$ cat src/rtl/pwm_capture.sv
// PWM receiver: measures period and high time of an asynchronous input in Clk50M cycles.
// Optional glitch filter enabled by defining PWM_CAP_GLITCH_FILTER_EN.
module pwm_capture #(
  parameter int unsigned      CNT_W       = 32,
  parameter logic [CNT_W-1:0] TIMEOUT_CYC = 32'd100000
`ifdef PWM_CAP_GLITCH_FILTER_EN
  , parameter int unsigned    FILT_LEN    = 4
`endif
) (
  input  logic             Clk50M,
  input  logic             Rst,
  input  logic             cap_en,
  input  logic             pwm_in,
  output logic [CNT_W-1:0] period,
  output logic [CNT_W-1:0] high_time,
  output logic             meas_valid,
  output logic             stuck,
  output logic             stuck_lvl,
  output logic             pwm_level
);

  typedef enum logic [1:0] {IDLE, ARM, HIGH, LOW} state_t;

  state_t           state_q, state_d;
  logic             sync1_q, sync2_q, s_q;
  logic             s, rise, fall, timeout, report_to;
  logic [CNT_W-1:0] cnt_q, cnt_d;
  logic [CNT_W-1:0] hi_lat_q, hi_lat_d;
  logic [CNT_W-1:0] period_q, period_d;
  logic [CNT_W-1:0] high_q, high_d;
  logic             stuck_q, stuck_d;
  logic             stuck_lvl_q, stuck_lvl_d;
  logic             valid_q, valid_d;

  function automatic logic [CNT_W-1:0] sat_inc(input logic [CNT_W-1:0] v);
    return (v >= TIMEOUT_CYC) ? TIMEOUT_CYC : v + CNT_W'(1);
  endfunction

  // Stage 0: two-flop synchronizer
  always_ff @(posedge Clk50M) begin
    if (Rst) begin
      sync1_q <= 1'b0;
      sync2_q <= 1'b0;
    end else begin
      sync1_q <= pwm_in;
      sync2_q <= sync1_q;
    end
  end

`ifdef PWM_CAP_GLITCH_FILTER_EN
  localparam int unsigned FW = $clog2(FILT_LEN + 1);
  logic          filt_q, filt_d;
  logic [FW-1:0] fcnt_q, fcnt_d;

  // Stage 1: level follows the input only after FILT_LEN consecutive differing cycles
  always_comb begin
    filt_d = filt_q;
    fcnt_d = '0;
    if (sync2_q != filt_q) begin
      if (fcnt_q == FW'(FILT_LEN - 1)) filt_d = sync2_q;
      else                             fcnt_d = fcnt_q + FW'(1);
    end
  end

  always_ff @(posedge Clk50M) begin
    if (Rst) begin
      filt_q <= 1'b0;
      fcnt_q <= '0;
    end else begin
      filt_q <= filt_d;
      fcnt_q <= fcnt_d;
    end
  end

  assign s = filt_q;
`else
  assign s = sync2_q;
`endif

  assign rise      = s & ~s_q;
  assign fall      = ~s & s_q;
  assign timeout   = (cnt_q == TIMEOUT_CYC) && !rise && !fall;
  assign pwm_level = s;

  // Stage 2: edge detection, counting and measurement FSM
  always_comb begin
    state_d     = state_q;
    cnt_d       = rise ? CNT_W'(1) : sat_inc(cnt_q);
    hi_lat_d    = hi_lat_q;
    period_d    = period_q;
    high_d      = high_q;
    stuck_d     = stuck_q;
    stuck_lvl_d = stuck_lvl_q;
    valid_d     = 1'b0;
    report_to   = 1'b0;
    if (!cap_en) begin
      state_d = IDLE;
    end else begin
      case (state_q)
        IDLE: state_d = ARM;
        ARM:  if (rise) state_d = HIGH;
        HIGH: begin
          if (fall) begin
            hi_lat_d = cnt_q;
            state_d  = LOW;
          end else if (timeout) begin
            report_to = 1'b1;
          end
        end
        LOW: begin
          if (rise) begin
            period_d = cnt_q;
            high_d   = hi_lat_q;
            stuck_d  = 1'b0;
            valid_d  = 1'b1;
            state_d  = HIGH;
          end else if (timeout) begin
            report_to = 1'b1;
          end
        end
        default: state_d = IDLE;
      endcase
    end
    // Re-arming after a timeout makes the report one-shot per constant stretch
    if (report_to) begin
      period_d    = '0;
      high_d      = '0;
      stuck_d     = 1'b1;
      stuck_lvl_d = s;
      valid_d     = 1'b1;
      state_d     = ARM;
    end
  end

  always_ff @(posedge Clk50M) begin
    if (Rst) begin
      state_q     <= IDLE;
      s_q         <= 1'b0;
      cnt_q       <= '0;
      hi_lat_q    <= '0;
      period_q    <= '0;
      high_q      <= '0;
      stuck_q     <= 1'b0;
      stuck_lvl_q <= 1'b0;
      valid_q     <= 1'b0;
    end else begin
      state_q     <= state_d;
      s_q         <= s;
      cnt_q       <= cnt_d;
      hi_lat_q    <= hi_lat_d;
      period_q    <= period_d;
      high_q      <= high_d;
      stuck_q     <= stuck_d;
      stuck_lvl_q <= stuck_lvl_d;
      valid_q     <= valid_d;
    end
  end

  assign period     = period_q;
  assign high_time  = high_q;
  assign stuck      = stuck_q;
  assign stuck_lvl  = stuck_lvl_q;
  assign meas_valid = valid_q;

endmodule

$ cat config.mk
export PLATFORM = sky130hd
export DESIGN_NAME = pwm_capture
export DESIGN_NICKNAME = d
export VERILOG_FILES = /design/src/rtl/pwm_capture.sv
export SDC_FILE = /design/constraint.sdc
export NUM_CORES = 1
export LEC_CHECK = 0
export CORE_MARGIN = 2
export CORE_UTILIZATION = 42
export DETAILED_ROUTE_END_ITERATION = 12
export GPL_TIMING_DRIVEN = 0
export PLACE_DENSITY = 0.67
export RECOVER_POWER = 25
export REMOVE_ABC_BUFFERS = 1
export SLEW_MARGIN = 10
export SYNTH_ARGS = -nofsm -noshare
export SYNTH_HDL_FRONTEND = slang
export SYNTH_SLANG_ARGS = --single-unit
$ cat constraint.sdc
create_clock -name Clk50M -period 2.2 [get_ports Clk50M]
set_input_delay 0.33 -clock Clk50M [delete_from_list [all_inputs] [get_ports Clk50M]]
set_output_delay 0.33 -clock Clk50M [all_outputs]
set_load 0.01 [all_outputs]
# After elaboration in Yosys (flattened, before gate mapping)
# Index checks and enable logic that the tools add are counted.
# totals
register_bits	136
input_bits	4
# classes
addsub	1
n_lt_le_gt_ge	1
n_eq_ne	8
muxes	20
n_bitwise	5
reduce_logical	18
# ops
operator	n
adder 32 x 1 -> 32 bit (second input constant)	1
== test 32 x 17 -> 1 bit (second input constant)	1
>= comparator 32 x 17 -> 1 bit (second input constant)	1
2-to-1 mux 17 bit	1
2-to-1 mux 1 bit	15
AND reduction 3 bit	3
one-hot mux 2 bit (3 select lines)	1
nonzero test 2 bit	3
OR reduction 2 bit	3
OR reduction 3 bit	2
== test 2 bit (second input constant)	2
2-to-1 mux 2 bit	2
inequality test 4 x 2 -> 1 bit (second input constant)	1
inequality test 4 bit (second input constant)	1
AND reduction 2 bit	2
inverter 1 bit	3
AND 1 bit	2
== test 2 x 1 -> 1 bit (second input constant)	1
logical AND 1 bit	2
logical NOT 1 bit	2
logical NOT 2 bit	1
inequality test 2 x 1 -> 1 bit (second input constant)	1
inequality test 2 bit (second input constant)	1
one-hot mux 1 bit (2 select lines)	1

# Logic depth before layout (Yosys ltp)
# Gate-level depths: netlist (run 1).
# depth
depth_word	11
depth_mapped	7
ltp_nobuf	6

# Worst setup path after synthesis (run 1)
# OpenSTA, ideal clock, no wires.
# synth_path
path_type	register to register
start	register cnt_q[11]
end	register high_q[16], in the netlist high_time[16]
setup_time_ns	0.115
t_arrival_ns	1.817
required_ns	2.085
path_slack_ns	0.268
path_stages_with_launch	7
n_path_buf	2
period_less_slack_ns	1.932
cell_sequence	dfxtp_1 buf_6 nor4_4 nand4b_2 o41ai_4 buf_6 nor2_2
# synth_via
elab_chain_cells	8
elab_cells_between_ends	9
cone_classes	1 x eq/ne; 5 x mux; 3 x reduce/logical
# synth_lines
element	line	text
from (decl)	27	logic [CNT_W-1:0] cnt_q, cnt_d;
from (signal assigned)	149	cnt_q <= cnt_d;
== test 32 x 17 -> 1 bit (*)	82	assign timeout = (cnt_q == TIMEOUT_CYC) && !rise && !fall;
logical AND 1 bit (*) (2 in series)	82	
2-to-1 mux 1 bit (*)	106, 117	
2-to-1 mux 1 bit (on tied branches)	111, 103	
one-hot mux 1 bit (2 select lines) (*)	99	case (state_q)
2-to-1 mux 1 bit (*)	96	if (!cap_en) begin
OR reduction 2 bit (no source line) (*)	n/a	
to (signal assigned)	152	high_q <= high_d;
to (decl)	30	logic [CNT_W-1:0] high_q, high_d;
# Mark *: on every way between the ends. The rest lies on a longest branch, timed or not.
# A chain may end at the register's enable or synchronous reset.

# Worst setup path after layout (run 1)
# layout_path
start	register cnt_q[0]
end	register period_q[29], in the netlist period[29]
# layout_via
elab_chain_cells	8
elab_cells_between_ends	9
cone_classes	1 x eq/ne; 5 x mux; 3 x reduce/logical
# layout_lines
element	line	text
== test 32 x 17 -> 1 bit (*)	82	
logical AND 1 bit (*) (2 in series)	82	
2-to-1 mux 1 bit (*)	106, 117	
2-to-1 mux 1 bit (on tied branches)	111, 103	
one-hot mux 1 bit (2 select lines) (*)	99	
2-to-1 mux 1 bit (*)	96	
OR reduction 2 bit (no source line) (*)	n/a	
to (signal assigned)	151	period_q <= period_d;
to (decl)	29	logic [CNT_W-1:0] period_q, period_d;
# Marked as above.

==> results.py, run 1 <==
metrics = {
    "run_status": {
        "status": "complete, no violations",
    },
    "power": {
        "cellPowerDensity_mw_per_mm2": 858,
        "power_mw": 5.77,
        "vdd_drop_max_v": 0.000450,
        "leakage_nw": 2.40,
    },
    "grt": {
        "grt_overflow_total": 0,
        "grt_max_degree": 42,
        "antenna_found_initial": 0,
        "grt_pass1_wl_um": 17600,
        "grt_pass1_vias": 3607,
        "grt_util_all_layers": 0.173,
    },
    "cts": {
        "clock_latency_ns": 0.41,
        "path_clk_slew_ns": 0.06,
        "root_buffer": "clkbuf_16",
        "cts_sinks": 136,
        "cts_made_buffers": 17,
        "cts_hold_buffers": 0,
        "tritoncts": "built",
        "clockBufferDepth": 2,
        "htree_levels": 4,
    },
    "yosys": {
        "synth_fa_ha_area_frac": 0.00495,
        "synth-simple-area-share": 0.196,
        "ys_seq_area_frac": 0.538,
        "syn_area_mm2": 0.00506,
        "synth-seq-cells": 136,
        "synth_top_family_by_area": "simple AND/OR/NAND/NOR gates",
        "syn_inst": 507,
        "synthXorXnorAreaFrac": 0.0260,
        "syn_area_per_cell_um2": 9.98,
        "yosysUniqueCellTypes": 43,
        "synth-compound-area-share": 0.0636,
        "muxShareOfSynthArea": 0.127,
        "ys.warnings.count": 0,
    },
    "detailed_routing": {
        "remaining_drc_errors": 0,
        "avgViaCountPerCell": 4.80,
        "first_pass_iters": 4,
        "route.vias.total": 3632,
        "antenna_left": 0,
        "drt-initial-drc-count": 204,
        "post_drt_wl_per_cell_um": 13.9,
        "routed_wl_um": 10500,
    },
    "setup_path": {
        "crit_fanout": 10,
        "worst-endpoint-required_ns": 2.49,
        "critPathKind": "register to register",
        "rr_startpoint": "cnt_q[0]",
        "r2r-end": "period[29]",
        "cp-end-kind": "register",
        "crit_path_start_kind": "register",
        "rr_worst_depth": 8,
        "rrSetupSlack_ns": 0.16,
        "worstPathArrival_ns": 2.33,
    },
    "floorplanning": {
        "die_w_um": 114,
        "io_pins": 72,
        "floorplan.initialDensity": 0.426,
        "die_h_um": 114,
        "dieArea_mm2": 0.0129,
        "core_mm2": 0.0119,
        "rows": 40,
    },
    "layout": {
        "final-instance-count-excl-fill": 756,
        "layout-drive-gt1-share": 0.166,
        "post-route-util": 0.567,
        "diodes": 0,
        "area_growth_pct": 32.9,
        "nNetsFinal": 603,
    },
    "sta": {
        "setup_viol_count_final": 0,
        "report.final.slew_viol_count": 0,
        "hold_violations": 0,
        "maxSlewHeadroom": 0.415,
        "finalCritPeriodShare": 0.925,
        "timing.fmax_mhz": 491,
        "fin_crit_ns": 2.04,
        "tightest_slew_ns": 0.877,
        "setup_ws_ns": 0.164,
        "clock_skew_ns": 0.0109,
    },
    "place": {
        "gp_congestion": 0.767,
        "hpwl_um": 7040,
        "dp_cells": 719,
        "io_buffers": 71,
        "dp_worst_setup_slack_ns": -0.373,
    },
    "hold_path": {
        "hold_class": "register to register",
        "min-delay-start": "sync1_q",
        "min_path_cells": 1,
        "holdPathEnd": "pwm_level",
    },
    "run": {
        "cap_violations": 0,
    },
}
## sequential cells by signal (all words and copies together) (netlist names)
name,flops
pwm_level,1
s_q,1
state_q,2
stuck_lvl,1
meas_valid,1
sync1_q,1
cnt_q,32
stuck,1
hi_lat_q,32
period,32
high_time,32
## power breakdown
part / internal, mW / switching [mW]
Combinational: 0.0438 / 0.0676
Clock: 2.12 / 1.02
Sequential: 2.49 / 0.0316
Total: 4.65 / 1.12
## critical path: stages, from the launching register on
cell	delay, ns
dfxtp_1	0.35
inv_1	0.10
ha_1	0.15
nor4b_2	0.26
nand4_1	0.23
o41ai_4	0.40
buf_8	0.21
buf_6	0.17
nor2_1	0.06
## final cells by class
type	instances	area, um^2
well taps	147	184
multi-input cells	346	2190
inverters	7	26.3
fillers	1031	5140
clock inverters	13	228
repair buffers	89	940
clock buffers	18	429
flip-flops and latches	136	2720
## cell families after synthesis
group                    after synthesis
other                                  1
AND/OR/NAND/NOR                      198
flip-flops                           136
multiplexers                          64
buffers and inverters                 39
AO/OA/AOI/OAI                         52
XOR/XNOR                              15
adder cells (fa/ha/maj)                2
## synthesized netlist by cell type (all sizes together)
cell type	number	area (um^2)
dfxtp	136	2720
nand4	7	43.8
o21ai	2	10.0
nor3	5	25.0
ha	2	25.0
nor2	79	397
nor4	9	71.3
o21a	1	7.51
nand4b	2	23.8
o211ai	2	15.0
mux2i	64	641
conb	1	3.75
and4b	1	11.3
xor2	1	8.76
clkbuf	14	52.6
o311ai	1	8.76
and3	1	6.26
nand3	7	35.0
nand2	73	277
or3	1	6.26
buf	18	141
o221a	1	11.3
and2	2	12.5
xnor2	14	123
o32ai	2	17.5
nand3b	1	7.51
inv	7	26.3
o2111a	1	11.3
and4	2	17.5
nor4b	1	15.0
o211a	1	10.0
o41ai	1	27.5
nand2b	2	12.5
a21oi	39	195
a211oi	1	7.51
nor2b	5	31.3
## per-stage QoR
step | instance area, um^2 | hold WS [ns] | setup TNS [ns]
after floorplan | 4920 | 0.399 | -196.92
after global placement | 5810 | 0.417 | -412.87
after detailed placement | 6000 | 0.428 | -20.68
after CTS | 6680 | 0.441 | 0
after global routing | 6720 | 0.453 | -0.000207
final | 6720 | 0.437 | 0
## placed cells by master, fill, tap and decap left out, drive strengths merged, types with 2 or more instances in the layout
cell type      Yosys  routed
dfxtp            136     136
nor2              79      79
nand2             73      73
mux2i             64      64
dlygate4sd3        0      42
a21oi             39      39
clkdlybuf4s50      0      28
buf               18      19
clkbuf            14      18
conb               1      15
xnor2             14      14
nor4               9       9
inv                7       7
nand4              7       7
nand3              7       7
bufinv             0       6
nor2b              5       5
nor3               5       5
clkinv             0       5
nand2b             2       2
and2               2       2
and4               2       2
o211ai             2       2
o32ai              2       2
o21ai              2       2
ha                 2       2
clkinvlp           0       2
nand4b             2       2
## per-layer routing
layer  vias to the layer above  GRT usage  wire (um)
met3                         8     0.0537        375
met5                         -          0          0
met2                        59      0.282       5090
met4                         0     0.0732        116
met1                      1692      0.214       4940
li1                       1873          -          -
## worst max path at each step
| stage | start | to | slack [ns] | cells past startpoint |
|---|---|---|---|---|
| 2_1_floorplan | pwm_level | high_time[25] | -2.91 | 4 |
| 3_3_place_gp | cap_en | high_time[25] | -4.90 | 5 |
| 3_5_place_dp | cap_en | high_time[12] | -0.37 | 6 |
| 4_1_cts | cnt_q[24] | high_time[12] | 0.02 | 6 |
| 5_1_grt | cnt_q[0] | period[12] | -0.0002 | 8 |
| 6_report | cnt_q[0] | period[29] | 0.16 | 8 |
## repair_timing
item / CTS / global route
gates resized for setup: 0 / 2
hold endpoints to repair: 0 / 0
endpoints found under the setup margin: 64 / 51
pin swaps: 1 / 1
buffers inserted: 2 / 4
(Power assumes the default switching activity.)
==> run 2: changes to the inputs <==
SLEW_MARGIN = not set   (was 10)
==> run 2 against run 1 <==
Critical path depth up 1. Flip-flop and latch count unchanged. Clock-buffer cell count up 1. Critical path type unchanged.
==> results.py, run 2 (synthesis gave the netlist of run 1 again) <==
metrics = {
    "setup_path": {
        "worstPathArrival_ns": 2.39,
        "critPathKind": "register to register",
        "worst-endpoint-required_ns": 2.50,
        "crit_fanout": 14,
        "rr_startpoint": "cnt_q[0]",
        "crit_path_start_kind": "register",
        "rrSetupSlack_ns": 0.11,
        "r2r-end": "period[13]",
        "rr_worst_depth": 9,
        "cp-end-kind": "register",
    },
    "detailed_routing": {
        "route.vias.total": 3666,
        "routed_wl_um": 10700,
        "avgViaCountPerCell": 4.86,
        "first_pass_iters": 4,
        "remaining_drc_errors": 0,
        "post_drt_wl_per_cell_um": 14.2,
        "antenna_left": 0,
        "drt-initial-drc-count": 156,
    },
    "place": {
        "hpwl_um": 6970,
        "io_buffers": 71,
        "gp_congestion": 0.767,
        "dp_cells": 717,
    },
    "run_status": {
        "status": "complete, no violations",
    },
    "layout": {
        "area_growth_pct": 34.0,
        "layout-drive-gt1-share": 0.168,
        "final_cell_mix": "dfxtp_1, nand2_1, mux2i_1",
        "mostFrequentLayoutCell": "dfxtp_1",
        "diodes": 0,
        "final-instance-count-excl-fill": 755,
        "nNetsFinal": 602,
    },
    "cts": {
        "path_clk_slew_ns": 0.06,
        "htree_levels": 4,
        "clockBufferDepth": 2,
        "clock_latency_ns": 0.41,
        "cts_sinks": 136,
        "root_buffer": "clkbuf_16",
        "tritoncts": "built",
        "cts_made_buffers": 17,
    },
    "floorplanning": {
        "dieArea_mm2": 0.0129,
        "rows": 40,
        "die_h_um": 114,
        "die_w_um": 114,
        "floorplan.initialDensity": 0.426,
        "io_pins": 72,
        "core_mm2": 0.0119,
    },
    "power": {
        "vdd_drop_max_v": 0.000476,
        "leakage_nw": 2.43,
        "cellPowerDensity_mw_per_mm2": 861,
    },
    "sta": {
        "finalCritPeriodShare": 0.950,
        "hold_violations": 0,
        "timing.fmax_mhz": 479,
        "report.final.slew_viol_count": 0,
        "maxSlewHeadroom": 0.403,
        "tightest_slew_ns": 0.895,
        "setup_viol_count_final": 0,
        "fin_hold_ws_ns": 0.437,
        "rsz0062_at_grt": "yes",
        "fin_crit_ns": 2.09,
        "clock_skew_ns": 0.00719,
    },
    "grt": {
        "grt_max_degree": 42,
        "grt_overflow_total": 0,
        "grt_pass1_wl_um": 17400,
        "grt_pass1_vias": 3529,
        "grt_util_all_layers": 0.173,
        "antenna_found_initial": 0,
    },
    "hold_path": {
        "holdPathEnd": "pwm_level",
        "hold_class": "register to register",
        "min_path_cells": 1,
        "min-delay-start": "sync1_q",
    },
    "run": {
        "cap_violations": 0,
    },
}
-- run 2: cell types whose count changed in the layout (fill, tap and decap cells not counted), moves of 2 or more --
cell     previous run  this run
buf_12              2         4
dfxtp_1           136       134
dfxtp_2             0         2
buf_4               8         5
-- run 2: worst max-delay path by stage --
stage / start / endpoint / slack [ns] / cells past startpoint
3_3_place_gp: cap_en / high_time[25] / -4.90 / 5
3_5_place_dp: cap_en / high_time[8] / -0.61 / 7
5_1_grt: cnt_q[0] / period[13] / -0.007 / 9
4_1_cts: cnt_q[0] / high_time[12] / 0.01 / 9
2_1_floorplan: pwm_level / high_time[25] / -2.91 / 4
6_report: cnt_q[0] / period[13] / 0.11 / 9
-- run 2: final cells by class --
type                       count  area [um^2]
clock buffer                  19          443
timing repair buffer          88          967
tap                          147          184
clock inverter                12          224
multi-input combinational    346         2210
sequential                   136         2730
inverter                       7         26.3
fill                        1013         5080
-- run 2: report_power, final --
part,switching [mW],total (mW),internal (mW)
registers,0.0334,2.52,2.49
clock network,1.04,3.19,2.15
logic,0.0695,0.119,0.0492
total,1.14,5.83,4.69
-- run 2: worst max-delay path, stage by stage, from the launching register on --
cell	delay, ns
dfxtp_2	0.34
inv_1	0.08
ha_1	0.16
nor4b_4	0.22
nand4_1	0.23
o41ai_4	0.43
buf_8	0.16
buf_12	0.15
clkbuf_16	0.17
nor2_2	0.04
-- run 2: repair_timing --
item                       in CTS  in global routing
hold buffers                    0                  0
pin swaps                       2                  3
setup buffers                   1                  6
setup endpoints to repair      59                 58
gates cloned                    0                  1
resized for setup               2                 12
-- run 2: per-stage QoR --
| stage | instance area, um^2 | power, mW | util | setup TNS [ns] | setup WS, ns |
|---|---|---|---|---|---|
| 2_1_floorplan | 4920 | 2.62 | - | -196.92 | -2.91 |
| 3_3_place_gp | 5810 | 2.66 | 0.490 | -412.87 | -4.90 |
| 3_5_place_dp | 5980 | 2.67 | 0.504 | -32.37 | -0.608 |
| 4_1_cts | 6670 | 5.86 | 0.562 | 0 | 0.0141 |
| 5_1_grt | 6780 | 6.02 | 0.571 | -0.0279 | -0.00722 |
| 6_report | 6780 | 5.83 | 0.571 | 0 | 0.110 |
-- run 2: metal layers --
metal | track usage | wire length (um) | up-vias
li1 | - | - | 1876
met1 | 0.220 | 5140 | 1715
met5 | 0 | 0 | -
met4 | 0.0756 | 167 | 0
met2 | 0.274 | 5030 | 62
met3 | 0.0499 | 404 | 13
==> run 3: changes to the inputs <==
PLACE_DENSITY = not set   (was 0.67)
PLACE_DENSITY_LB_ADDON = 0.1   (was not set)
==> run 3 against run 2 <==
Combinational power decreased by 11%. Final cell count decreased by 0.40%. Design area decreased by 1.8%. Register-to-register slack improved by 0.09 ns. Largest cell class unchanged.
==> results.py, run 3 (synthesis gave the netlist of run 1 again) <==
metrics = {
    "setup_path": {
        "critPathKind": "input pin to register",
        "rr_startpoint": "cnt_q[11]",
        "critical_path_depth": 8,
        "rr_worst_depth": 6,
        "worstPathArrival_ns": 2.36,
        "worstSetupStartpoint": "cap_en",
        "crit_path_start_kind": "input pin",
        "crit_family": "buffers and inverters",
        "worst_path_largest_cell_delay_ns": 0.61,
        "crit_top_cell": "buf_6",
        "worst-endpoint-required_ns": 2.53,
        "cp-end-kind": "register",
        "rrSetupSlack_ns": 0.20,
        "crit_buf_inv": 4,
        "r2r-end": "high_time[9]",
        "crit_slowest_cell": "nor3_2",
        "critPathCapture": "hi_lat_q[19]",
        "crit_fanout": 9,
        "path_cells": "clkdlybuf4s50_1 -> nand2_2 -> nor3_2 -> buf_6 -> buf_6 -> buf_6 -> nand2_1 -> a21oi_1",
    },
    "floorplanning": {
        "die_h_um": 114,
        "rows": 40,
        "floorplan.initialDensity": 0.426,
        "io_pins": 72,
        "die_w_um": 114,
        "core_mm2": 0.0119,
        "dieArea_mm2": 0.0129,
    },
    "detailed_routing": {
        "drt-initial-drc-count": 180,
        "first_pass_iters": 4,
        "routed_wl_um": 10400,
        "post_drt_wl_per_cell_um": 13.9,
        "remaining_drc_errors": 0,
        "antenna_left": 0,
        "avgViaCountPerCell": 4.79,
        "route.vias.total": 3599,
    },
    "sta": {
        "setup_viol_count_final": 0,
        "timing.fmax_mhz": 494,
        "clock_skew_ns": 0.00608,
        "hold_violations": 0,
        "tightest_slew_ns": 0.859,
        "fin_hold_ws_ns": 0.445,
        "rsz0062_at_grt": "no",
        "fin_crit_ns": 2.03,
        "finalSetupTns_ns": 0,
        "setup_ws_ns": 0.175,
        "finalCritPeriodShare": 0.920,
        "maxSlewHeadroom": 0.427,
        "report.final.slew_viol_count": 0,
    },
    "cts": {
        "htree_levels": 4,
        "cts_sinks": 136,
        "path_clk_slew_ns": 0.05,
        "clock_latency_ns": 0.41,
        "tritoncts": "built",
        "clockBufferDepth": 2,
        "root_buffer": "clkbuf_16",
        "cts_made_buffers": 17,
    },
    "grt": {
        "grt_pass1_wl_um": 17500,
        "grt_pass1_vias": 3513,
        "grt_max_degree": 42,
        "grt_util_all_layers": 0.173,
        "grt_overflow_total": 0,
        "antenna_found_initial": 0,
    },
    "power": {
        "vdd_drop_max_v": 0.000445,
        "leakage_nw": 2.36,
        "cellPowerDensity_mw_per_mm2": 849,
    },
    "layout": {
        "seq_area_mm2": 0.00272,
        "area_growth_pct": 31.6,
        "diodes": 0,
        "nNetsFinal": 599,
        "final_cell_mix": "dfxtp_1, nand2_1, mux2i_1",
        "filler_cell_count": 1112,
        "fin_area_mm2": 0.00665,
        "mostFrequentLayoutCell": "dfxtp_1",
        "layout-drive-gt1-share": 0.155,
        "multi_input_area_mm2": 0.00219,
    },
    "place": {
        "io_buffers": 71,
        "dp_worst_setup_slack_ns": -0.459,
        "gp_congestion": 0.795,
        "placed_area_mm2": 0.00599,
        "hpwl_um": 6870,
    },
    "hold_path": {
        "hold_class": "register to register",
    },
    "run": {
        "cap_violations": 0,
    },
    "run_status": {
        "status": "complete, no violations",
    },
}
[run 3: layer usage]
metal	share of wire	vias to the layer above	global-route usage
met2	0.46	55	0.266
li1	-	1869	-
met1	0.48	1663	0.225
met4	0.012	0	0.0724
met5	0	-	0
met3	0.043	12	0.0558
[run 3: area by class of cell]
| type | instances | area share |
|---|---|---|
| multi-input combinational | 346 | 0.330 |
| timing repair buffer | 85 | 0.135 |
| tap | 147 | 0.0276 |
| sequential | 136 | 0.409 |
| clock buffer | 22 | 0.0683 |
| clock inverter | 9 | 0.0259 |
| inverter | 7 | 0.00395 |
[run 3: worst min-delay path by stage]
stage	slack (ns)	start	end	depth (start not counted)
4_1_cts	0.44	sync1_q	pwm_level	1
3_3_place_gp	0.42	sync1_q	pwm_level	1
2_1_floorplan	0.40	Rst	cnt_q[0]	1
3_5_place_dp	0.43	sync1_q	pwm_level	1
5_1_grt	0.47	sync1_q	pwm_level	1
6_report	0.44	sync1_q	pwm_level	1
[run 3: per-stage QoR]
stage	cells	power [mW]	utilization
finish	752	5.65	0.561
global route	752	5.83	0.561
CTS	752	5.72	0.560
detailed placement	718	2.68	0.505
global placement	707	2.66	0.490
floorplan	489	2.62	-
[run 3: where the power goes]
part           total, mW  leakage [nW]  switching, mW  internal [mW]
logic              0.106         0.957         0.0656         0.0407
registers           2.52          1.10         0.0319           2.49
clock network       3.02         0.304          0.993           2.03
[run 3: timing repair]
action	in CTS	in global routing
resized for setup	0	3
hold buffers	0	0
buffers inserted	3	0
endpoints found under the setup margin	64	86
pin swaps	1	0
endpoints found under the hold margin	0	0
